==> config.mk <==
export PLATFORM = sky130hd
export DESIGN_NAME = uart_transmitter
export DESIGN_NICKNAME = d
export VERILOG_FILES = /design/src/rtl/uart_pkg.sv /design/src/rtl/sync_fifo.sv /design/src/rtl/uart_transmitter.sv
export SDC_FILE = /design/constraint.sdc
export NUM_CORES = 1
export LEC_CHECK = 0
export CAP_MARGIN = 20
export CORE_MARGIN = 3
export CORE_UTILIZATION = 50
export CTS_CLUSTER_SIZE = 16
export DETAILED_ROUTE_END_ITERATION = 10
export PLACE_DENSITY = 0.67
export SYNTH_ARGS = -nofsm -noshare
export SYNTH_HDL_FRONTEND = slang
export SYNTH_SLANG_ARGS = --single-unit
==> constraint.sdc <==
create_clock -name clk -period 3 [get_ports clk]
set_clock_uncertainty 0.1 [all_clocks]
set_input_delay 0.75 -clock clk [delete_from_list [all_inputs] [get_ports clk]]
set_output_delay 0.75 -clock clk [all_outputs]
set_load 0.005 [all_outputs]
==> src/rtl/uart_pkg.sv <==
// Shared UART definitions used by the transmitter and the existing receiver.
package uart_pkg;

    localparam int UART_DATA_BITS = 8;

    typedef enum logic [1:0] {
        IDLE  = 2'd0,
        START = 2'd1,
        DATA  = 2'd2,
        STOP  = 2'd3
    } tx_state_t;

    function automatic int clks_per_bit(input int clk_freq, input int baud);
        return clk_freq / baud;
    endfunction

endpackage

==> src/rtl/sync_fifo.sv <==
// Synchronous first-word-fall-through FIFO; o_data shows the head entry whenever non-empty.
module sync_fifo #(
    parameter int WIDTH = 8,
    parameter int DEPTH = 16
) (
    input  logic                       clk,
    input  logic                       rst,
    input  logic                       i_push,
    input  logic [WIDTH-1:0]           i_data,
    input  logic                       i_pop,
    output logic [WIDTH-1:0]           o_data,
    output logic                       o_full,
    output logic                       o_empty,
    output logic [$clog2(DEPTH):0]     o_count
);
    localparam int AW = $clog2(DEPTH);
    localparam logic [AW:0] FULL_CNT = (AW+1)'(DEPTH);

    if ((DEPTH < 2) || ((DEPTH & (DEPTH - 1)) != 0)) begin : g_bad_depth
        $error("sync_fifo DEPTH must be a power of two and >= 2");
    end

    logic [WIDTH-1:0] r_mem [DEPTH];
    logic [AW-1:0]    r_wr_ptr;
    logic [AW-1:0]    r_rd_ptr;
    logic [AW:0]      r_count;
    logic             r_full;
    logic             w_push_ok;
    logic             w_pop_ok;
    logic [AW:0]      w_count_next;

    assign w_push_ok = i_push && !r_full;
    assign w_pop_ok  = i_pop && (r_count != '0);

    always_comb begin
        w_count_next = r_count;
        if (w_push_ok && !w_pop_ok) begin
            w_count_next = r_count + 1'b1;
        end else if (w_pop_ok && !w_push_ok) begin
            w_count_next = r_count - 1'b1;
        end
    end

    // Full is derived from the next count so it is already valid in the cycle after the filling push.
    always_ff @(posedge clk) begin
        if (rst) begin
            r_wr_ptr <= '0;
            r_rd_ptr <= '0;
            r_count  <= '0;
            r_full   <= 1'b0;
        end else begin
            if (w_push_ok) r_wr_ptr <= r_wr_ptr + 1'b1;
            if (w_pop_ok)  r_rd_ptr <= r_rd_ptr + 1'b1;
            r_count <= w_count_next;
            r_full  <= (w_count_next == FULL_CNT);
        end
    end

    always_ff @(posedge clk) begin
        if (w_push_ok) r_mem[r_wr_ptr] <= i_data;
    end

    assign o_data  = r_mem[r_rd_ptr];
    assign o_full  = r_full;
    assign o_empty = (r_count == '0);
    assign o_count = r_count;

endmodule

==> src/rtl/uart_transmitter.sv <==
// 8N1 UART transmitter, LSB first, fed from a transmit FIFO over a valid/ready handshake.
module uart_transmitter
    import uart_pkg::*;
#(
    parameter int CLK_FREQ   = 100000000,
    parameter int BAUD_RATE  = 115200,
    parameter int FIFO_DEPTH = 16
) (
    input  logic                          clk,
    input  logic                          rst,
    input  logic [UART_DATA_BITS-1:0]     tx_data,
    input  logic                          tx_valid,
    output logic                          tx_ready,
    output logic                          tx,
    output logic                          busy,
    output logic [$clog2(FIFO_DEPTH):0]   fifo_count
);
    localparam int CLKS_PER_BIT = clks_per_bit(CLK_FREQ, BAUD_RATE);
    localparam int BW = $clog2(CLKS_PER_BIT);
    localparam logic [BW-1:0] BAUD_LAST = BW'(CLKS_PER_BIT - 1);
    localparam logic [2:0]    LAST_BIT  = 3'(UART_DATA_BITS - 1);

    if (CLKS_PER_BIT < 2) begin : g_bad_baud
        $error("CLKS_PER_BIT must be >= 2");
    end

    tx_state_t                  r_state;
    logic [BW-1:0]              r_baud;
    logic [2:0]                 r_bit_idx;
    logic [UART_DATA_BITS-1:0]  r_shift;
    logic                       r_tx;
    logic                       r_busy;
    logic                       r_ready_en;

    logic [UART_DATA_BITS-1:0]  w_fifo_data;
    logic                       w_full;
    logic                       w_empty;
    logic                       w_push;
    logic                       w_pop;
    logic                       w_bit_done;

    // Transfer happens on a rising edge where tx_valid && tx_ready; tx_data need only be stable then.
    assign w_push     = tx_valid && tx_ready;
    assign w_bit_done = (r_baud == BAUD_LAST);
    assign w_pop      = !w_empty && ((r_state == IDLE) || ((r_state == STOP) && w_bit_done));

    sync_fifo #(
        .WIDTH (UART_DATA_BITS),
        .DEPTH (FIFO_DEPTH)
    ) u_fifo (
        .clk     (clk),
        .rst     (rst),
        .i_push  (w_push),
        .i_data  (tx_data),
        .i_pop   (w_pop),
        .o_data  (w_fifo_data),
        .o_full  (w_full),
        .o_empty (w_empty),
        .o_count (fifo_count)
    );

    always_ff @(posedge clk) begin
        if (rst) begin
            r_state   <= IDLE;
            r_baud    <= '0;
            r_bit_idx <= '0;
            r_shift   <= '0;
        end else begin
            case (r_state)
                IDLE: begin
                    r_baud <= '0;
                    if (!w_empty) begin
                        r_shift <= w_fifo_data;
                        r_state <= START;
                    end
                end
                START: begin
                    if (w_bit_done) begin
                        r_baud    <= '0;
                        r_bit_idx <= '0;
                        r_state   <= DATA;
                    end else begin
                        r_baud <= r_baud + 1'b1;
                    end
                end
                DATA: begin
                    if (w_bit_done) begin
                        r_baud    <= '0;
                        r_shift   <= r_shift >> 1;
                        r_bit_idx <= r_bit_idx + 3'd1;
                        if (r_bit_idx == LAST_BIT) r_state <= STOP;
                    end else begin
                        r_baud <= r_baud + 1'b1;
                    end
                end
                STOP: begin
                    // Chaining straight into START keeps queued frames back-to-back.
                    if (w_bit_done) begin
                        r_baud <= '0;
                        if (!w_empty) begin
                            r_shift <= w_fifo_data;
                            r_state <= START;
                        end else begin
                            r_state <= IDLE;
                        end
                    end else begin
                        r_baud <= r_baud + 1'b1;
                    end
                end
                default: r_state <= IDLE;
            endcase
        end
    end

    // Line and status are registered from the current state, one cycle behind it.
    always_ff @(posedge clk) begin
        if (rst) begin
            r_tx       <= 1'b1;
            r_busy     <= 1'b0;
            r_ready_en <= 1'b0;
        end else begin
            case (r_state)
                START:   r_tx <= 1'b0;
                DATA:    r_tx <= r_shift[0];
                default: r_tx <= 1'b1;
            endcase
            r_busy     <= (r_state != IDLE) || !w_empty;
            r_ready_en <= 1'b1;
        end
    end

    assign tx_ready = r_ready_en && !w_full;
    assign tx       = r_tx;
    assign busy     = r_busy;

endmodule

# Word-level counts from Yosys, hierarchy flattened
# Memory sizes are Yosys's and may differ from the RTL's. A register that Yosys moved wholly into a read port is not among the register bits.
# Index checks and enable logic that the tools add are counted.
[word_totals] regBits=40 inputBits=11 word_cells=77 mem_bits_rw=128 out_inout_bits=8 memories=1
[classes] muxes=24 n_reduce_logical=24 n_addsub=6 n_eq_ne=11
[mem_list] memory="u_fifo.r_mem" words=16 width=8 rd=1 rd_clocked_by_memory_dff=1 wr=1 line="sync_fifo.sv:23" rtl="logic [WIDTH-1:0] r_mem [DEPTH];"
[op_table] cell="$mux W8" count=3
[op_table] cell="$pmux W8 S3" count=1
[op_table] cell="$pmux W10 S2" count=1
[op_table] cell="$add A10 B1 Y10 const B" count=1
[op_table] cell="$eq A10 B10 Y1 const B" count=1
[op_table] cell="$mux W10" count=1
[op_table] cell="$mux W2" count=5
[op_table] cell="$mux W5" count=2
[op_table] cell="$ne A2 B2 Y1 const B" count=5
[op_table] cell="$add A4 B1 Y4 const B" count=2
[op_table] cell="$logic_and A1 B1 Y1" count=8
[op_table] cell="$mux W4" count=2
[op_table] cell="$pmux W2 S4" count=1
[op_table] cell="$mux W3" count=2
[op_table] cell="$pmux W3 S2" count=1
[op_table] cell="$reduce_and A3 Y1" count=2
[op_table] cell="$add A5 B1 Y5 const B" count=1
[op_table] cell="$eq A5 B5 Y1 const B" count=1
[op_table] cell="$logic_not A5 Y1" count=1
[op_table] cell="$reduce_and A5 Y1" count=1
[op_table] cell="$reduce_bool A5 Y1" count=1
[op_table] cell="$sub A5 B1 Y5 const B" count=1
[op_table] cell="$eq A2 B2 Y1 const B" count=2
[op_table] cell="$logic_not A1 Y1" count=4
[op_table] cell="other kinds (10)" count=15

# Depth between registers and ports, before layout
# Gate-level depths: netlist (run 1).
[depth] ltp_word=9 depth_mapped=9 mapped_depth_nobuf=8

# By module
# A second synthesis (run 1) with hierarchy kept.
[hier_totals] cells_unflattened=423 hier_area_um2=7031.7
[modules_own_cells] module="sync_fifo" n_inst=1 seq_area_each_um2=4204.0 area_each_um2=5739.3 cells_each=286
[modules_own_cells] module="uart_transmitter" n_inst=1 seq_area_each_um2=520.5 area_each_um2=1292.5 cells_each=137

# Worst setup path after synthesis (run 1)
# No wires, ideal clock.
[synth_path] kind="input port to flip-flop" start="in tx_valid" end="reg u_fifo.r_full, in the netlist u_fifo.o_full" required_time_ps=2809 path_buffers=2 setup_time_ps=91 slack_ps=646 cell_stages=7 t_arrival_ps=2162 cell_sequence="and2_1 buf_2 or3_1 buf_2 o22a_1 mux2_2 nor4bb_1"
[synth_between] elab_chain_len=7 elab_cells_between_ends=8 cone_classes="eq/ne: 1; mux: 2; reduce/logical: 5"
[synth_lines] item="start: declaration" line="uart_transmitter.sv:12" rtl="input logic tx_valid,"
[synth_lines] item="$logic_and A1 B1 Y1 *" line="uart_transmitter.sv:43" rtl="assign w_push = tx_valid && tx_ready;"
[synth_lines] item="$logic_and A1 B1 Y1 *" line="sync_fifo.sv:32" rtl="assign w_push_ok = i_push && !r_full;"
[synth_lines] item="$logic_not A1 Y1" line="sync_fifo.sv:39" rtl="end else if (w_pop_ok && !w_push_ok) begin"
[synth_lines] item="$logic_and A1 B1 Y1" line="sync_fifo.sv:39"
[synth_lines] item="$mux W5" line="sync_fifo.sv:39"
[synth_lines] item="$mux W5 *" line="sync_fifo.sv:37" rtl="if (w_push_ok && !w_pop_ok) begin"
[synth_lines] item="$eq A5 B5 Y1 *" line="sync_fifo.sv:55" rtl="r_full <= (w_count_next == FULL_CNT);"
[synth_lines] item="end signal: assignment" line="sync_fifo.sv:55"
[synth_lines] item="end: declaration" line="sync_fifo.sv:27" rtl="logic r_full;"
# Mark *: on every way between the ends. The rest lies on a longest branch, timed or not.
# A chain may end at the register's enable or synchronous reset.

# Final worst setup path (run 1)
[layout_path] start="reg r_baud[0]" end="reg u_fifo.r_full, in the netlist u_fifo.o_full"
[layout_between] elab_chain_len=9 elab_cells_between_ends=11 cone_classes="eq/ne: 2; mux: 2; reduce/logical: 7"
[layout_lines] item="start: declaration" line="uart_transmitter.sv:28" rtl="logic [BW-1:0] r_baud;"
[layout_lines] item="start signal: assignment" line="uart_transmitter.sv:83" rtl="r_baud <= r_baud + 1'b1;"
[layout_lines] item="start signal: assignment" line="uart_transmitter.sv:93" rtl="r_baud <= r_baud + 1'b1;"
[layout_lines] item="start signal: assignment" line="uart_transmitter.sv:107" rtl="r_baud <= r_baud + 1'b1;"
[layout_lines] item="$eq A10 B10 Y1 *" line="uart_transmitter.sv:44" rtl="assign w_bit_done = (r_baud == BAUD_LAST);"
[layout_lines] item="$logic_and A1 B1 Y1 *" line="uart_transmitter.sv:45" rtl="assign w_pop = !w_empty && ((r_state == IDLE) || ((r_state == STOP) && w_bit_done));"
[layout_lines] item="$logic_or A1 B1 Y1 *" line="uart_transmitter.sv:45"
[layout_lines] item="$logic_and A1 B1 Y1 *" line="uart_transmitter.sv:45"
[layout_lines] item="$logic_and A1 B1 Y1 *" line="sync_fifo.sv:33" rtl="assign w_pop_ok = i_pop && (r_count != '0);"
[layout_lines] item="$logic_and A1 B1 Y1 or $logic_not A1 Y1 (tied branches)" line="sync_fifo.sv:39, sync_fifo.sv:37"
[layout_lines] item="$mux W5 or $logic_and A1 B1 Y1 (tied branches)" line="sync_fifo.sv:39, sync_fifo.sv:37"
[layout_lines] item="$mux W5 *" line="sync_fifo.sv:37"
[layout_lines] item="$eq A5 B5 Y1 *" line="sync_fifo.sv:55"
# Marks and branches as above.

==> reports/qor_table.md, run 1 <==
| Group | Result | Value |
|---|---|---|
| cells and area | Utilization after layout | 59.8% |
| placed design | HPWL after detailed placement | 8.11 mm |
| clock network | Skew-Pair Late Insertion Delay | 430 ps |
| yosys | Synth area leaders | sky130_fd_sc_hd__edfxtp_1 (55%), sky130_fd_sc_hd__mux4_2 (13%), sky130_fd_sc_hd__dfxtp_1 (13%), sky130_fd_sc_hd__ha_1 (3.1%), sky130_fd_sc_hd__nor2_1 (3.0%) |
| worst setup path | Cells on worst reg2reg path | 7 |
| power | Worst IR Drop VDD | 467 uV |
| yosys | Sequential element share of the synthesized area | 68.2% |
| detailed routing | Length of routed met3 wiring | 541 um |
| detailed routing | Average wire length per cell after detail routing | 18.9 um |
| timing | Period utilization | 84.7% |
| worst hold path | Worst min-delay path category | reg2reg |
| timing | Max-slew headroom at the worst pin | 53.7% |
| timing | Max Clock Freq | 394 MHz |
| yosys | Count of unique library cells instantiated by Yosys | 40 |
| detailed routing | Remaining routing DRC violations | 0 |
| clock network | TritonCTS buffer count | 17 |
| clock network | Count of H-tree levels built during CTS | 4 |
| timing | Final Slew Violations | 0 |
| detailed routing | Detailed-router iteration count before antenna repair | 5 |
| detailed routing | Uppermost signal routing layer after detailed routing | met4 |
| detailed routing | Post-route ant nets | 0 |
| power | Pwr Density | 818 nW/um2 |
| detailed routing | Met2 WL | 6.41 mm |
| cells and area | ANT cells | 0 |
| cells and area | Relative area change from synthesis to final layout | 15.7% |
| power | Static leakage | 2.68 nW |
| yosys | Async set or reset register ratio after synthesis | 0% |
| worst hold path | Hold path depth | 1 |
| clock network | Number of sinks driven by the clock tree | 172 |
| yosys | Cell type contributing the most total cell area after synthesis | sky130_fd_sc_hd__edfxtp_1 |
| timing | Hold Vio Cnt, Final | 0 |
| yosys | Number of synthesized flops with an enable pin | 128 |
| yosys | Yosys top cell area share | 55.5% |
| cells and area | Filler instances | 993 |
| placed design | Final weighted congestion of routability-driven global placement | 0.713 |
| die | Vertical extent of the die | 124 um |
| detailed routing | Vias/cell | 5.55 |
| clock network | Clock transition at path regs | 60 ps |
| global routing | Antenna violations before repair | 0 |
| clock network | # resized after CTS | 0 |
| worst setup path | Required @ worst endpoint | 3230 ps |
| detailed routing | Overall via count from detail_route | 3611 |
| status | Run status | finished clean |
| clock network | Clock tree root driver cell | sky130_fd_sc_hd__clkbuf_16 |
| die | DIE AREA | 15300 um2 |
| detailed routing | Total Wirelength | 12.3 mm |
| yosys | Total of flip-flops plus latches after synthesis | 172 |
| detailed routing | Initial drt markers | 250 |
| detailed routing | Wire length on met1 | 5.24 mm |
| worst setup path | Endpoint kind of the worst setup timing path | flop |
| worst setup path | Critical path start-end classification | reg2reg |
| global routing | Via count of the first global-routing pass | 3656 |
| yosys | Total of warnings raised by yosys | 0 |
| die | Die width | 124 um |
| timing | Final Critical Period | 2540 ps |
| clock network | Max clock buf depth | 2 |
| global routing | Overall routing resource usage | 18.0% |
| yosys | Post-synthesis instance area | 6930 um2 |
| yosys | Most common flop cell mapped by yosys | sky130_fd_sc_hd__edfxtp_1 |
| yosys | Mapped Nets | 451 |
| worst setup path | Largest fanout on the critical path | 7 |
| clock network | TritonCTS clock tree | done |
| die | Core outline area | 13400 um2 |
| global routing | First-pass GRT wire length | 19.7 mm |
| die | Standard-cell row count | 42 |
| flow run | Number of maximum-capacitance constraint violations | 0 |
| worst setup path | Startpoint class of the critical path | flop |
| global routing | Largest net degree at the start of global routing | 33 |
| timing | Finish-stage setup viols | 0 |
| cells and area | Layout cell share with drive strength beyond 1 | 20.2% |
| placed design | Number of input and output port buffers inserted | 18 |
| worst setup path | WP data arrival | 2770 ps |
| timing | Transition time at the pin with the least slew margin | 695 ps |
| die | Number of I/O pins | 19 |
| die | Effective utilization at floorplan | 51.7% |
| clock network | Hold-fix buffers at CTS | 0 |
| timing | Total negative slack for setup checks | 0 ps |
| yosys | Average instance area after synthesis | 16.4 um2 |
| global routing | Sum of overflow across all layers after global routing | 0 |
| timing | Setup repair after global routing missed its margin | false |
| yosys | Number of instances in the synthesized netlist | 423 |
| clock network | Number of setup buffers added after CTS | 0 |
| cells and area | Final #Nets | 490 |
[final cells by class]
type / count / area, um2 / share of cell area [%]
timing repair buffer: 41 / 365 / 4.56
multi-input combinational: 220 / 2070 / 25.9
inverter: 10 / 37.5 / 0.468
clock buffer: 18 / 429 / 5.36
clock inverter: 14 / 161 / 2.01
tap: 176 / 220 / 2.75
sequential: 172 / 4730 / 59.0
[where the power goes]
part           internal, W  total, W  switching (W)
clock network      0.00125   0.00217       0.000922
logic             0.000789   0.00156       0.000771
registers          0.00270   0.00282       0.000121
[metrics by stage]
| stage | instances | hold WS [ps] | setup WS, ps | area [um2] | power, W |
|---|---|---|---|---|---|
| 2_1_floorplan | 423 | 326 | 646 | 6930 | 0.00401 |
| 3_3_place_gp | 619 | 342 | 319 | 7420 | 0.00443 |
| 3_5_place_dp | 619 | 362 | 273 | 7420 | 0.00446 |
| 4_1_cts | 651 | 375 | 458 | 8010 | 0.00663 |
| 5_1_grt | 651 | 414 | 311 | 8010 | 0.00689 |
| 6_report | 651 | 371 | 459 | 8010 | 0.00655 |
[synth_stat cells (2+ instances only)]
cell                         n
sky130_fd_sc_hd__nor3_1      4
sky130_fd_sc_hd__o21ai_1     2
sky130_fd_sc_hd__inv_1      10
sky130_fd_sc_hd__edfxtp_1  128
sky130_fd_sc_hd__mux4_2     40
sky130_fd_sc_hd__xnor2_1     7
sky130_fd_sc_hd__a21oi_1     5
sky130_fd_sc_hd__nor2_1     55
sky130_fd_sc_hd__buf_2       7
sky130_fd_sc_hd__nor2b_1     2
sky130_fd_sc_hd__xor2_1     10
sky130_fd_sc_hd__and2_1      3
sky130_fd_sc_hd__nand4_1     2
sky130_fd_sc_hd__or3_1       3
sky130_fd_sc_hd__a22oi_1     2
sky130_fd_sc_hd__mux2i_1    12
sky130_fd_sc_hd__nand2_1    19
sky130_fd_sc_hd__nand3_1     7
sky130_fd_sc_hd__o21bai_1    2
sky130_fd_sc_hd__a32oi_1     3
sky130_fd_sc_hd__and3_1      2
sky130_fd_sc_hd__clkbuf_1    9
sky130_fd_sc_hd__ha_1       17
sky130_fd_sc_hd__a211oi_1    8
sky130_fd_sc_hd__buf_1       4
sky130_fd_sc_hd__nand2b_1    3
sky130_fd_sc_hd__dfxtp_1    44
[worst max-delay path, stage by stage (launching register included)]
cell	delay (ps)
sky130_fd_sc_hd__dfxtp_1	360
sky130_fd_sc_hd__ha_1	210
sky130_fd_sc_hd__nor3b_1	290
sky130_fd_sc_hd__a41oi_1	260
sky130_fd_sc_hd__or3_1	470
sky130_fd_sc_hd__o22a_1	250
sky130_fd_sc_hd__mux2_2	220
sky130_fd_sc_hd__nor4bb_1	270
[kinds of logic after synthesis]
family / count (synthesis) / share of synthesized area [%]
multiplexers: 53 / 14.9
XOR/XNOR: 17 / 2.15
flip-flops: 172 / 68.2
AND/OR/NAND/NOR: 105 / 6.95
adder cells (fa/ha/maj): 17 / 3.07
AO/OA/AOI/OAI: 28 / 2.85
buffers and inverters: 31 / 1.86
[sequential cells by signal, summed over array words and instances (netlist names), 2 cells and up, named ones only]
signal,flops
r_baud,10
r_bit_idx,3
r_shift,8
r_state,2
u_fifo.o_count,5
u_fifo.r_mem,128
u_fifo.r_rd_ptr,4
u_fifo.r_wr_ptr,4
[final timing paths]
path / end / start / slack [ps]
worst min register to register: r_baud[0] / r_baud[0] / 370
worst max register to register: u_fifo.o_full / r_baud[0] / 460
worst max-delay path: u_fifo.o_full / r_baud[0] / 460
worst min-delay path: r_baud[0] / r_baud[0] / 370
[cells in the final DEF, fill, tap and decap left out, drive strengths merged, types with 4 or more instances in the layout]
cell type / n
nand2: 19
xor2: 10
clkinv: 5
clkbuf: 18
edfxtp: 128
mux4: 40
xnor2: 7
a21oi: 5
dfxtp: 44
nand3: 7
nor2: 55
ha: 17
nor3: 4
clkdlybuf4s50: 18
mux2i: 12
inv: 15
buf: 23
a211oi: 8
[routing by layer]
metal / GRT usage (%) / up-vias
met1: 23.2 / 1833
met2: 29.3 / 78
li1: - / 1692
met5: 0 / -
met3: 5.22 / 8
met4: 6.78 / 0
(Power assumes the default switching activity.)
==> run 2, diff against run 1 <==
--- a/config.mk
+++ b/config.mk
@@ -10,7 +10,7 @@
 export CORE_UTILIZATION = 50
 export CTS_CLUSTER_SIZE = 16
 export DETAILED_ROUTE_END_ITERATION = 10
-export PLACE_DENSITY = 0.67
+export PLACE_DENSITY = 0.69
 export SYNTH_ARGS = -nofsm -noshare
 export SYNTH_HDL_FRONTEND = slang
 export SYNTH_SLANG_ARGS = --single-unit
==> constraint.sdc (replaced) <==
create_clock -name clk -period 2.3 [get_ports clk]
set_clock_uncertainty 0.1 [all_clocks]
set_input_delay 0.575 -clock clk [delete_from_list [all_inputs] [get_ports clk]]
set_output_delay 0.575 -clock clk [all_outputs]
set_load 0.005 [all_outputs]
==> reports/qor_table.md, run 2 (synthesized netlist as in run 1, its figures left out) <==
| Group | Result | Value | vs previous |
|---|---|---|---|
| clock network | Max clock buf depth | 2 | unchanged |
| flow run | Number of maximum-capacitance constraint violations | 0 | unchanged |
| cells and area | Biggest regs | u_fifo.r_mem (128), r_baud (10), r_shift (8) |  |
| worst setup path | Required @ worst endpoint | 2490 ps | -740 ps |
| clock network | Skew-Pair Late Insertion Delay | 420 ps | about the same |
| power | Clock share of power | 32.8% | -0.3 points |
| die | Core outline area | 13400 um2 | unchanged |
| cells and area | Layout cell share with drive strength beyond 1 | 24.2% | +4.0 points |
| clock network | Number of setup buffers added after CTS | 0 | unchanged |
| cells and area | Most flop-heavy register | u_fifo.r_mem |  |
| timing | Final Critical Period | 2190 ps | -349 ps |
| detailed routing | Total Wirelength | 13.0 mm | +5.8% |
| global routing | First-pass GRT wire length | 20.9 mm | +5.7% |
| worst setup path | Destination of the critical timing path | u_fifo.o_full |  |
| placed design | Final weighted congestion of routability-driven global placement | 0.850 | +19% |
| power | Int Power | 0.00645 W | +36% |
| cells and area | Finished Cell Area | 8210 um2 | +2.5% |
| worst setup path | Start point of the critical path | r_baud[1] |  |
| power | Worst IR Drop VDD | 759 uV | +63% |
| timing | Final Slew Violations | 0 | unchanged |
| die | Die width | 124 um | unchanged |
| clock network | TritonCTS buffer count | 17 | unchanged |
| power | Static leakage | 2.76 nW | +3.1% |
| detailed routing | Overall via count from detail_route | 3683 | +2.0% |
| worst setup path | Highest cell delay on the worst timing path | 430 ps | -40 ps |
| placed design | Worst slack after detailed placement | -166 ps | -439 ps |
| cells and area | Commonest cells after routing, fill and taps aside | sky130_fd_sc_hd__edfxtp_1 (128), sky130_fd_sc_hd__nor2_1 (55), sky130_fd_sc_hd__dfxtp_1 (41), sky130_fd_sc_hd__mux4_2 (40), sky130_fd_sc_hd__buf_4 (32) |  |
| placed design | HPWL after detailed placement | 8.54 mm | +5.2% |
| global routing | Antenna violations before repair | 0 | unchanged |
| detailed routing | Remaining routing DRC violations | 0 | unchanged |
| cells and area | Final #Nets | 502 | +2.4% |
| detailed routing | Post-route ant nets | 0 | unchanged |
| timing | Max-slew headroom at the worst pin | 61.6% | +7.9 points |
| cells and area | Flip-flop count of the largest register after layout | 128 | unchanged |
| worst hold path | Worst min-delay path category | reg2reg |  |
| worst setup path | Worst setup slack for register-to-register paths | 110 ps | -350 ps |
| cells and area | ANT cells | 0 | unchanged |
| global routing | Largest net degree at the start of global routing | 30 | -9.1% |
| timing | Final hold slack | 394 ps | +22.7 ps |
| die | Number of I/O pins | 19 | unchanged |
| cells and area | Relative area change from synthesis to final layout | 18.6% |  |
| timing | Finish-stage setup viols | 0 | unchanged |
| timing | Period utilization | 95.3% | +11 points |
| die | Effective utilization at floorplan | 51.7% | unchanged |
| worst setup path | WP data arrival | 2380 ps | -390 ps |
| power | Register share of total power | 41.1% | -2.0 points |
| global routing | Sum of overflow across all layers after global routing | 0 | unchanged |
| clock network | Number of sinks driven by the clock tree | 172 | unchanged |
| power | Pwr Density | 1090 nW/um2 | +33% |
| die | DIE AREA | 15300 um2 | unchanged |
| clock network | Clock tree root driver cell | sky130_fd_sc_hd__clkbuf_16 |  |
| power | Net switching power | 0.00248 W | +37% |
| detailed routing | Vias/cell | 5.56 | +0.15% |
| worst setup path | Cells on worst reg2reg path | 7 | unchanged |
| timing | Post-layout worst setup margin | 108 ps | -351 ps |
| worst setup path | Endpoint kind of the worst setup timing path | flop |  |
| worst setup path | Critical path start-end classification | reg2reg |  |
| worst setup path | Cell at the slowest stage of the critical path | sky130_fd_sc_hd__or3_4 |  |
| worst setup path | Critical R2R Launch | r_baud[1] |  |
| worst setup path | Series of cell instances along the critical path | ha_4 -> nor3b_4 -> a41oi_2 -> or3_4 -> o22a_1 -> mux2_2 -> nor4bb_4 |  |
| worst setup path | Worst reg2reg endpoint | u_fifo.o_full |  |
| timing | Transition time at the pin with the least slew margin | 575 ps | -120 ps |
| power | Sw frac | 27.8% | +0.097 points |
| global routing | Overall routing resource usage | 18.7% | +0.64 points |
| worst setup path | Largest fanout on the critical path | 3 | -4 |
| power | Combinational share of power | 26.1% | +2.3 points |
| die | Vertical extent of the die | 124 um | unchanged |
| detailed routing | Average wire length per cell after detail routing | 19.6 um | +3.9% |
| die | Standard-cell row count | 42 | unchanged |
| clock network | TritonCTS clock tree | done |  |
| timing | Hold Vio Cnt, Final | 0 | unchanged |
| timing | Max Clock Freq | 456 MHz | +16% |
| detailed routing | Initial drt markers | 323 | +29% |
| worst setup path | Startpoint class of the critical path | flop |  |
| placed design | Instance area after placement | 7520 um2 | +1.4% |
| detailed routing | Detailed-router iteration count before antenna repair | 4 | -1 |
| placed design | Number of input and output port buffers inserted | 18 | unchanged |
| clock network | Clock transition at path regs | 60 ps | about the same |
| global routing | Via count of the first global-routing pass | 3782 | +3.4% |
| clock network | Hold-fix buffers at CTS | 0 | unchanged |
| status | Run status | finished clean |  |
| cells and area | Most common cell after layout, fill and taps aside | sky130_fd_sc_hd__edfxtp_1 |  |
| clock network | Count of H-tree levels built during CTS | 4 | unchanged |
-- run 2: cell count changes in the layout (fill, tap and decap cells not counted), sizes merged --
cell,previous run,this run
bufinv,2,3
buf,23,35
clkinv,5,4
clkbuf,18,17
clkinvlp,2,3
-- run 2: worst max-delay path, delay by kind of cell (launching register included) --
family	cells	cell delay, ps
AOI/OAI and AO/OA	2	390
DFF	1	360
muxes	1	290
adders and majority gates	1	130
and+or+nand+nor	3	800
-- run 2: area by class of cell --
| class | instances | area [um2] |
|---|---|---|
| clock buffers | 17 | 425 |
| clock inverters | 15 | 184 |
| fillers | 965 | 5190 |
| inverters | 10 | 37.5 |
| multi-input cells | 220 | 2150 |
| flip-flops and latches | 172 | 4730 |
| well taps | 176 | 220 |
| repair buffers | 53 | 472 |
-- run 2: power groups by stage --
stage               logic (W)  registers (W)  clock network [W]
global route          0.00256        0.00370            0.00312
floorplan             0.00152        0.00371                  0
detailed placement    0.00220        0.00373                  0
CTS                   0.00222        0.00366            0.00298
global placement      0.00214        0.00372                  0
finish                0.00233        0.00367            0.00293
-- run 2: worst min-delay path by stage --
stage	from	endpoint	slack [ps]	depth (start not counted)
3_3_place_gp	r_bit_idx[2]	r_bit_idx[2]	370	2
2_1_floorplan	r_baud[0]	r_baud[0]	330	1
4_1_cts	r_shift[0]	tx	400	2
3_5_place_dp	r_shift[0]	tx	380	2
6_report	r_shift[0]	tx	390	2
5_1_grt	r_shift[0]	tx	440	2
-- run 2: stage by stage --
step	setup TNS, ps	power, W	utilization [%]	instances
2_1_floorplan	0	0.00523	-	423
3_3_place_gp	-95.8	0.00586	56.2	631
3_5_place_dp	-385	0.00593	56.2	631
4_1_cts	0	0.00886	60.7	663
5_1_grt	-12.3	0.00938	61.3	663
6_report	0	0.00894	61.3	663
-- run 2: metal layers --
| layer | vias to the layer above | global-route usage (%) | share of wire (%) |
|---|---|---|---|
| li1 | 1719 | - | - |
| met1 | 1865 | 26.0 | 45 |
| met2 | 92 | 29.0 | 50 |
| met3 | 7 | 5.81 | 5.1 |
| met4 | 0 | 4.57 | 0.65 |
| met5 | - | 0 | 0 |
-- run 2: repair_timing --
action	4_1_cts	5_1_grt
pin swaps	0	4
endpoints found under the setup margin	1	1
gates resized for setup	1	13
